### config.mk
export PLATFORM = sky130hd
export DESIGN_NAME = float_to_int
export DESIGN_NICKNAME = d
export VERILOG_FILES = /design/src/rtl/fp_pkg.sv /design/src/rtl/fp_unpack.sv /design/src/rtl/float_to_int.sv
export SDC_FILE = /design/constraint.sdc
export NUM_CORES = 1
export LEC_CHECK = 0
export BUFFER_PORTS_ARGS = -buffer_cell sky130_fd_sc_hd__buf_2
export CORE_MARGIN = 5
export CORE_UTILIZATION = 45
export DETAILED_ROUTE_END_ITERATION = 7
export HOLD_SLACK_MARGIN = 0.02
export PLACE_DENSITY_LB_ADDON = 0.1
export SLEW_MARGIN = 0
export SYNTH_ARGS = -nofsm -noshare
export SYNTH_HDL_FRONTEND = slang
export SYNTH_SLANG_ARGS = --single-unit
export TNS_END_PERCENT = 5
### constraint.sdc
create_clock -name clk -period 3 [get_ports clk]
set_clock_uncertainty 0.1 [all_clocks]
set_input_delay 0.15 -clock clk [delete_from_list [all_inputs] [get_ports clk]]
set_output_delay 0.15 -clock clk [all_outputs]
set_load 0.05 [all_outputs]
### src/rtl/fp_pkg.sv
// Shared binary32 constants and the float_to_int FSM state encoding.
package fp_pkg;

  localparam int          FP_BIAS    = 127;
  localparam logic [7:0]  FP_EXP_MAX = 8'hFF;

  localparam logic [31:0] INT32_MAX  = 32'h7FFFFFFF;
  localparam logic [31:0] INT32_MIN  = 32'h80000000;

  localparam logic [2:0]  ST_IDLE    = 3'd0;
  localparam logic [2:0]  ST_SHIFT   = 3'd1;
  localparam logic [2:0]  ST_ROUND   = 3'd2;
  localparam logic [2:0]  ST_PACK    = 3'd3;
  localparam logic [2:0]  ST_OUTPUT  = 3'd4;

endpackage

### src/rtl/fp_unpack.sv
// Combinational binary32 field split and classification, shared with the adder.
module fp_unpack
  import fp_pkg::*;
(
  input  logic [31:0] op,
  output logic        sign,
  output logic [7:0]  exp,
  output logic [22:0] mant,
  output logic        is_nan,
  output logic        is_inf,
  output logic        is_zero,
  output logic        is_denorm
);

  assign sign      = op[31];
  assign exp       = op[30:23];
  assign mant      = op[22:0];
  assign is_nan    = (exp == FP_EXP_MAX) && (mant != 23'd0);
  assign is_inf    = (exp == FP_EXP_MAX) && (mant == 23'd0);
  assign is_zero   = (exp == 8'd0) && (mant == 23'd0);
  assign is_denorm = (exp == 8'd0) && (mant != 23'd0);

endmodule

### src/rtl/float_to_int.sv
// Multi-cycle binary32 -> int32 converter (fcvt.w.s), one significand shift per cycle.
// Build option: define FCVT_RNE_EN for round-to-nearest-even, otherwise round toward zero.
module float_to_int
  import fp_pkg::*;
(
  input  logic        clk,
  input  logic        rst,
  input  logic        start,
  input  logic [31:0] a,
  output logic [31:0] c,
  output logic        invalid,
  output logic        done,
  output logic [2:0]  state
);

  logic        u_sign;
  logic [7:0]  u_exp;
  logic [22:0] u_mant;
  logic        u_nan, u_inf, u_zero, u_denorm;

  fp_unpack u_unpack (
    .op        (a),
    .sign      (u_sign),
    .exp       (u_exp),
    .mant      (u_mant),
    .is_nan    (u_nan),
    .is_inf    (u_inf),
    .is_zero   (u_zero),
    .is_denorm (u_denorm)
  );

  logic signed [9:0] exp_unb;
  assign exp_unb = $signed({2'b00, u_exp}) - 10'(FP_BIAS);

  // Classification of the operand at the accepting edge.
  logic        special;
  logic [31:0] spec_c;
  logic        spec_inv;
  logic [4:0]  k_init;
  logic        left_init;

  always_comb begin
    special  = 1'b1;
    spec_c   = 32'd0;
    spec_inv = 1'b0;
    if (u_nan) begin
      spec_c   = INT32_MAX;
      spec_inv = 1'b1;
    end else if (u_inf || exp_unb > 10'sd31) begin
      spec_c   = u_sign ? INT32_MIN : INT32_MAX;
      spec_inv = 1'b1;
    end else if (exp_unb == 10'sd31) begin
      spec_c   = u_sign ? INT32_MIN : INT32_MAX;
      spec_inv = !u_sign || (u_mant != 23'd0);
    end else if (u_zero || u_denorm) begin
      spec_c   = 32'd0;
    end else begin
      special  = 1'b0;
    end
  end

  // Right shifts past 25 cannot change the rounded result, so they are capped.
  always_comb begin
    left_init = 1'b0;
    if (exp_unb >= 10'sd23) begin
      left_init = 1'b1;
      k_init    = 5'(exp_unb - 10'sd23);
    end else if (exp_unb < -10'sd2) begin
      k_init    = 5'd25;
    end else begin
      k_init    = 5'(10'sd23 - exp_unb);
    end
  end

  logic [2:0]  state_reg, state_next;
  logic        sign_reg;
  logic        left_reg;
  logic [4:0]  k_reg;
  logic [33:0] mag_reg;   // {int[31:0], G, S}

  always_ff @(posedge clk or negedge rst) begin
    if (!rst) state_reg <= ST_IDLE;
    else      state_reg <= state_next;
  end

  always_comb begin
    state_next = state_reg;
    case (state_reg)
      ST_IDLE:   if (start) state_next = special ? ST_OUTPUT : ST_SHIFT;
      ST_SHIFT:  if (k_reg == 5'd0) state_next = ST_ROUND;
      ST_ROUND:  state_next = ST_PACK;
      ST_PACK:   state_next = ST_OUTPUT;
      ST_OUTPUT: if (!start) state_next = ST_IDLE;
      default:   state_next = ST_IDLE;
    endcase
  end

  always_comb begin
    done  = (state_reg == ST_OUTPUT);
    state = state_reg;
  end

  always_ff @(posedge clk or negedge rst) begin
    if (!rst) begin
      sign_reg <= 1'b0;
      left_reg <= 1'b0;
      k_reg    <= 5'd0;
      mag_reg  <= 34'd0;
      c        <= 32'd0;
      invalid  <= 1'b0;
    end else begin
      case (state_reg)
        ST_IDLE: begin
          if (start) begin
            sign_reg <= u_sign;
            if (special) begin
              c       <= spec_c;
              invalid <= spec_inv;
            end else begin
              mag_reg  <= {8'd0, 1'b1, u_mant, 2'b00};
              k_reg    <= k_init;
              left_reg <= left_init;
            end
          end
        end
        ST_SHIFT: begin
          if (k_reg != 5'd0) begin
            k_reg <= k_reg - 5'd1;
            if (left_reg) mag_reg <= {mag_reg[32:0], 1'b0};
            else          mag_reg <= {1'b0, mag_reg[33:3], mag_reg[2], mag_reg[1] | mag_reg[0]};
          end
        end
        ST_ROUND: begin
`ifdef FCVT_RNE_EN
          if (mag_reg[1] && (mag_reg[0] || mag_reg[2]))
            mag_reg[33:2] <= mag_reg[33:2] + 32'd1;
`endif
        end
        ST_PACK: begin
          c       <= sign_reg ? (32'd0 - mag_reg[33:2]) : mag_reg[33:2];
          invalid <= 1'b0;
        end
        default: ;
      endcase
    end
  end

endmodule

==> flow_summary.json, run 1 <==
{
  "core_um2": 10700,
  "synth_cell_type_count": 64,
  "yosys_most_used_dff": "dfrtp_1",
  "setup_slack_ns": 0.180,
  "rows": 38,
  "rsz0062_at_grt": "false",
  "power_density_nw_per_um2": 1160,
  "start_util": 0.455,
  "cts_buffers": 9,
  "worst-path-max-fanout": 4,
  "worst_setup_path_end_kind": "flip-flop",
  "slew_headroom": 0.339,
  "async_flop_share": 1.00,
  "dp_hpwl_um": 9180,
  "synth.ff_latch_count": 77,
  "avgSynthCellArea_um2": 8.89,
  "final_util": 0.545,
  "seqCellArea_um2": 1930,
  "fmax_mhz": 355,
  "required_ns": 3.13,
  "status": "finished, final reports clean",
  "gr-total-overflow": 0,
  "wl_um": 12800,
  "via_per_inst": 5.53,
  "first_pass_iters": 5,
  "syn_nets": 594,
  "h-tree-depth": 3,
  "cts-root-buf": "clkbuf_8",
  "nFillCells": 1024,
  "setup_viol_count_final": 0,
  "grt.total_usage": 0.206,
  "syn2layout_area_growth_pct": 19.7,
  "gp_congestion": 0.859,
  "syn_area_um2": 4890,
  "die_h_um": 114,
  "synth_edf_count": 0,
  "multi_input_area_um2": 2740,
  "io-pin-count": 72,
  "finalNetCount": 675,
  "cap_violations": 0,
  "preCtsSetupSlack_ns": 0.0638,
  "critPathMaxStageDelay_ns": 0.53,
  "r2r_end": "c[26]",
  "hp-class": "in2reg",
  "cts_sinks": 77,
  "drtIter0Drc": 358,
  "placedCellCount": 739,
  "hp-start": "a[21]",
  "grt_pass1_wl_um": 21600,
  "synthTopCellsByArea": "dfrtp_1 39%, mux2i_1 6.6%, nand2_1 5.7%",
  "vias": 4291,
  "tightest_slew_ns": 0.991,
  "holdPathEnd": "mag_reg[23]",
  "synth_top_area_frac": 0.394,
  "hold_viol": 0,
  "ant_nets": 0,
  "crit_chain": "dlygate4sd3_1, buf_2, nor4_1, nand4_1, o21ai_2, a41oi_2, or2_1, buf_4, nor3_1, mux2_2",
  "antenna_cells": 0,
  "slew_viol_final": 0,
  "synth_cells": 550,
  "arrival_ns": 2.95,
  "grt_pass1_vias": 4220,
  "fin_crit_ns": 2.82,
  "path_clk_slew_ns": 0.08,
  "startpoint_type": "primary input",
  "worstSetupPathType": "in2reg",
  "dieArea_um2": 13000,
  "p_leak_nw": 2.68,
  "path_buf_inv": 3,
  "final_cells": 776,
  "r2r_cells": 7,
  "synthTopCellsByCount": "77 x dfrtp_1, 74 x nand2_1, 41 x nor2_1, 37 x o21ai_0, 32 x mux2i_1",
  "cp_slowest_cell": "dlygate4sd3_1",
  "largest_reg_flops": 34,
  "fin_crit_sh": 0.940,
  "die_w_um": 114,
  "antenna_found_initial": 0,
  "clock_path_buffers": 2,
  "grt_max_degree": 78,
  "peakVddDrop_mv": 0.654,
  "post_cts_buffers": 0,
  "ys.warnings.count": 0,
  "drc": 0,
  "cpLargestDelayFamily": "simple AND/OR/NAND/NOR gates",
  "ys_seq_area_frac": 0.394,
  "routedWlPerCell_um": 16.5,
  "r2r_slack_ns": 0.30,
  "drive_gt1_frac": 0.206,
  "yosysMostFrequentCell": "dfrtp_1",
  "clk_latency_ns": 0.35,
  "port_buffers": 71,
  "tns_ns": 0,
  "hold_path_depth": 3,
  "reg2reg_from": "mag_reg[10]",
  "cts_tree": "built",
  "yosysTopAreaCell": "dfrtp_1"
}
## power by group
| group | switching (mW) | leakage, nW | internal, mW |
|---|---|---|---|
| Combinational | 2.48 | 1.64 | 1.36 |
| Clock | 0.384 | 0.104 | 0.431 |
| Sequential | 0.608 | 0.942 | 1.51 |
## cell families (layout without fill, tap and decap cells)
| family | after synthesis | after routing | synth area share |
|---|---|---|---|
| simple gates | 180 | 180 | 0.176 |
| compound gates | 152 | 152 | 0.216 |
| flops | 77 | 77 | 0.394 |
| buf+inv | 62 | 148 | 0.0533 |
| xor+xnor | 36 | 36 | 0.0676 |
| mux | 34 | 34 | 0.0701 |
| fa+ha+maj | 9 | 9 | 0.0230 |
## per-layer routing
| metal | up-vias | part of all wire | track usage |
|---|---|---|---|
| met3 | 9 | 0.052 | 0.0270 |
| met2 | 104 | 0.44 | 0.306 |
| li1 | 2136 | - | - |
| met1 | 2042 | 0.50 | 0.312 |
| met5 | - | 0 | 0 |
| met4 | 0 | 0.011 | 0.0594 |
## per-stage QoR
step	area [um^2]	power [mW]	hold slack (ns)
floorplan	4890	4.98	-0.246
global placement	5420	5.90	0.275
detailed placement	5420	5.97	0.280
CTS	5830	6.82	0.0273
global route	5850	7.34	0.0355
finish	5850	6.78	0.0490
## area by class of cell
type | count | area share
Timing Repair Buffer | 110 | 0.124
Clock inverter | 3 | 0.00748
Inverter | 22 | 0.0141
Tap cell | 140 | 0.0299
Sequential cell | 77 | 0.329
Multi-Input combinational cell | 411 | 0.467
Clock buffer | 13 | 0.0272
## cell usage in the layout (no fill, tap or decap), types with 4 or more instances in the layout
master         netlist  routed
dfrtp_1             77      76
nand2_1             74      74
buf_2               10      70
nor2_1              41      41
o21ai_0             37      37
mux2i_1             32      32
a21oi_1             31      31
xor2_1              27      27
a22oi_1             23      23
inv_1               22      22
dlygate4sd3_1        0      21
o31ai_1             17      17
buf_4                0      17
clkbuf_8             0      11
a221oi_1            10      10
nor4_1               9       9
nor3_1               9       9
ha_1                 9       9
nand3_1              8       8
xnor2_1              7       7
nand2b_1             5       5
nand4_1              4       4
o41ai_1              4       4
## worst min-delay path, delay by kind of cell
family                 cells  cell delay [ns]
AOI/OAI and AO/OA          2             0.19
buffers and inverters      1             0.13
## repair_timing
item / CTS / global route
hold buffers: 21 / 0
hold endpoints to repair: 98 / 0
endpoints found under the setup margin: 0 / 19
resized for setup: 0 / 3
## worst max path at each step
stage               startpoint         end  slack, ns  depth (start not counted)
global placement         a[23]  mag_reg[0]       0.14                         11
finish                   a[16]    left_reg       0.18                         10
CTS                      a[16]  mag_reg[0]       0.13                         10
detailed placement       a[23]    k_reg[4]       0.06                         12
floorplan                a[23]       c[31]       0.41                         11
global route             a[16]    left_reg      0.007                         10
Power figures use the tool's default switching activity.
==> run 2: changes to the inputs <==
- ABC_AREA: unset -> 1
==> flow_summary.json, run 2 <==
{
  "status": "finished, final reports clean",
  "grt_max_degree": 78,
  "cts-resized-gates": 0,
  "tightest_slew_ns": 0.969,
  "stdcell_area_um2": 6080,
  "syn_area_um2": 5220,
  "placed_cell_area_um2": 5700,
  "synthTopCellsByCount": "283 x nand2_1, 77 x dfrtp_1, 75 x inv_1, 65 x nor2_1, 64 x o21ai_0",
  "gr-total-overflow": 0,
  "antenna_found_initial": 0,
  "vias": 5374,
  "avgSynthCellArea_um2": 6.56,
  "crit_top_cell": "nand2_1",
  "dieArea_um2": 13900,
  "cpLargestDelayFamily": "simple AND/OR/NAND/NOR gates",
  "required_ns": 3.18,
  "ys_seq_area_frac": 0.369,
  "dp_hpwl_um": 11500,
  "yosysTopAreaCell": "dfrtp_1",
  "drc": 0,
  "peakVddDrop_mv": 0.849,
  "routedWlPerCell_um": 15.1,
  "core_um2": 11400,
  "io-pin-count": 72,
  "arrival_ns": 2.65,
  "ant_nets": 0,
  "h-tree-depth": 3,
  "synthTopCellsByArea": "dfrtp_1 37%, nand2_1 20%, o21ai_0 6.1%",
  "die_w_um": 118,
  "synth.ff_latch_count": 77,
  "port_buffers": 71,
  "antenna_cells": 0,
  "synth_edf_count": 0,
  "cts-root-buf": "clkbuf_16",
  "slew_headroom": 0.354,
  "fin_crit_sh": 0.825,
  "via_per_inst": 5.34,
  "synth_cells": 796,
  "drtIter0Drc": 466,
  "cap_violations": 0,
  "first_pass_iters": 6,
  "final_cell_mix": "283 x nand2_1, 77 x dfrtp_1, 75 x inv_1, 70 x buf_2, 65 x nor2_1",
  "wl_um": 15200,
  "final_common_cell": "nand2_1",
  "path_clk_slew_ns": 0.06,
  "post_cts_buffers": 0,
  "yosys_most_used_dff": "dfrtp_1",
  "rsz0062_at_grt": "false",
  "setup_viol_count_final": 0,
  "syn2layout_area_growth_pct": 16.4,
  "worstSetupPathType": "reg2reg",
  "start_util": 0.457,
  "cp_slowest_cell": "dfrtp_1",
  "startpoint_type": "flip-flop",
  "syn_nets": 840,
  "rows": 39,
  "hold_viol": 0,
  "worst-path-max-fanout": 5,
  "cts_tree": "built",
  "fin_crit_ns": 2.48,
  "drive_gt1_frac": 0.132,
  "largest_reg_flops": 34,
  "finalNetCount": 904,
  "crit_chain": "inv_1, nand3_1, nor2_1, nand3_1, inv_1, nand3_1, nand2_1, o21ai_0, nand2_1, nand2_1, o21ai_0, nand2_1, nand2_1",
  "p_leak_nw": 3.19,
  "grt_pass1_wl_um": 25300,
  "hold_buffers": 3,
  "power_density_nw_per_um2": 1180,
  "clock_path_buffers": 2,
  "async_flop_share": 1.00,
  "die_h_um": 118,
  "tns_ns": 0,
  "finalPower_mw": 7.18,
  "path_buf_inv": 2,
  "cts_sinks": 77,
  "synth_cell_type_count": 35,
  "grt_pass1_vias": 4959,
  "grt.total_usage": 0.222,
  "critPathMaxStageDelay_ns": 0.43,
  "slew_viol_final": 0,
  "r2r_slack_ns": 0.52,
  "synth_top_area_frac": 0.369,
  "yosysMostFrequentCell": "nand2_1",
  "worst_setup_path_end_kind": "flip-flop",
  "fmax_mhz": 404,
  "hp-class": "in2reg",
  "gp_congestion": 0.910,
  "cts_buffers": 9,
  "ys.warnings.count": 0,
  "clk_latency_ns": 0.34
}
## run 2: cell types whose count changed in the layout (fill, tap and decap cells not counted), sizes merged, moves of 19 or more
| cell | before | now |
|---|---|---|
| nand2 | 77 | 287 |
| inv | 22 | 77 |
| nand3 | 8 | 45 |
| o21ai | 40 | 75 |
| mux2i | 32 | 0 |
| o22ai | 1 | 32 |
| nor2 | 41 | 67 |
| a22oi | 23 | 0 |
| xor2 | 28 | 5 |
| o31ai | 21 | 2 |
## run 2: stage by stage
stage / instances / hold WS, ns / utilization / setup slack (ns)
2_1_floorplan: 796 / -0.246 / - / 0.752
3_3_place_gp: 989 / 0.270 / 0.500 / 0.381
3_5_place_dp: 989 / 0.269 / 0.500 / 0.275
4_1_cts: 1007 / 0.115 / 0.533 / 0.532
5_1_grt: 1007 / 0.146 / 0.533 / 0.201
6_report: 1007 / 0.127 / 0.533 / 0.524
## run 2: final timing paths
kind	end	from	cells past startpoint
worst max-delay path	c[26]	mag_reg[5]	13
worst min-delay path	k_reg[0]	a[23]	3
worst max register to register	c[26]	mag_reg[5]	13
worst min register to register	invalid	invalid	2
max in group asynchronous	mag_reg[30]	rst	2
min in group asynchronous	c[13]	rst	2
## run 2: worst register-to-register path: stages, from the launching register on
cell and delay [ns]:
dfrtp_1 0.43, inv_1 0.20, nand3_1 0.18, nor2_1 0.32, nand3_1 0.20, inv_1 0.15, nand3_1 0.13, nand2_1 0.13
o21ai_0 0.12, nand2_1 0.08, nand2_1 0.04, o21ai_0 0.20, nand2_1 0.07, nand2_1 0.07
## run 2: kinds of logic (layout without fill, tap and decap cells)
| family | count (synthesis) | count (layout) | share of synthesized area |
|---|---|---|---|
| fa+ha+maj | 9 | 9 | 0.0216 |
| buf+inv | 112 | 180 | 0.0862 |
| flops | 77 | 77 | 0.369 |
| compound gates | 161 | 161 | 0.167 |
| simple gates | 428 | 428 | 0.340 |
| xor+xnor | 9 | 9 | 0.0165 |
## run 2: routing by layer
metal  vias to the layer above  share of wire  track usage
li1                       2729              -            -
met1                      2419           0.52        0.355
met2                       208           0.39        0.296
met3                        18          0.079       0.0437
met4                         0          0.013       0.0659
met5                         -              0            0
## run 2: report_power, final
| part | switching (mW) | internal [mW] |
|---|---|---|
| sequential | 0.424 | 1.51 |
| clock | 0.411 | 0.851 |
| combinational | 2.90 | 1.08 |
## run 2: final cells by class
type | count | area [um^2]
fill | 1151 | 5340
multi-input combinational | 607 | 2850
timing repair buffer | 86 | 478
clock buffer | 11 | 253
inverter | 79 | 299
clock inverter | 4 | 95.1
sequential | 77 | 1930
tap | 143 | 179
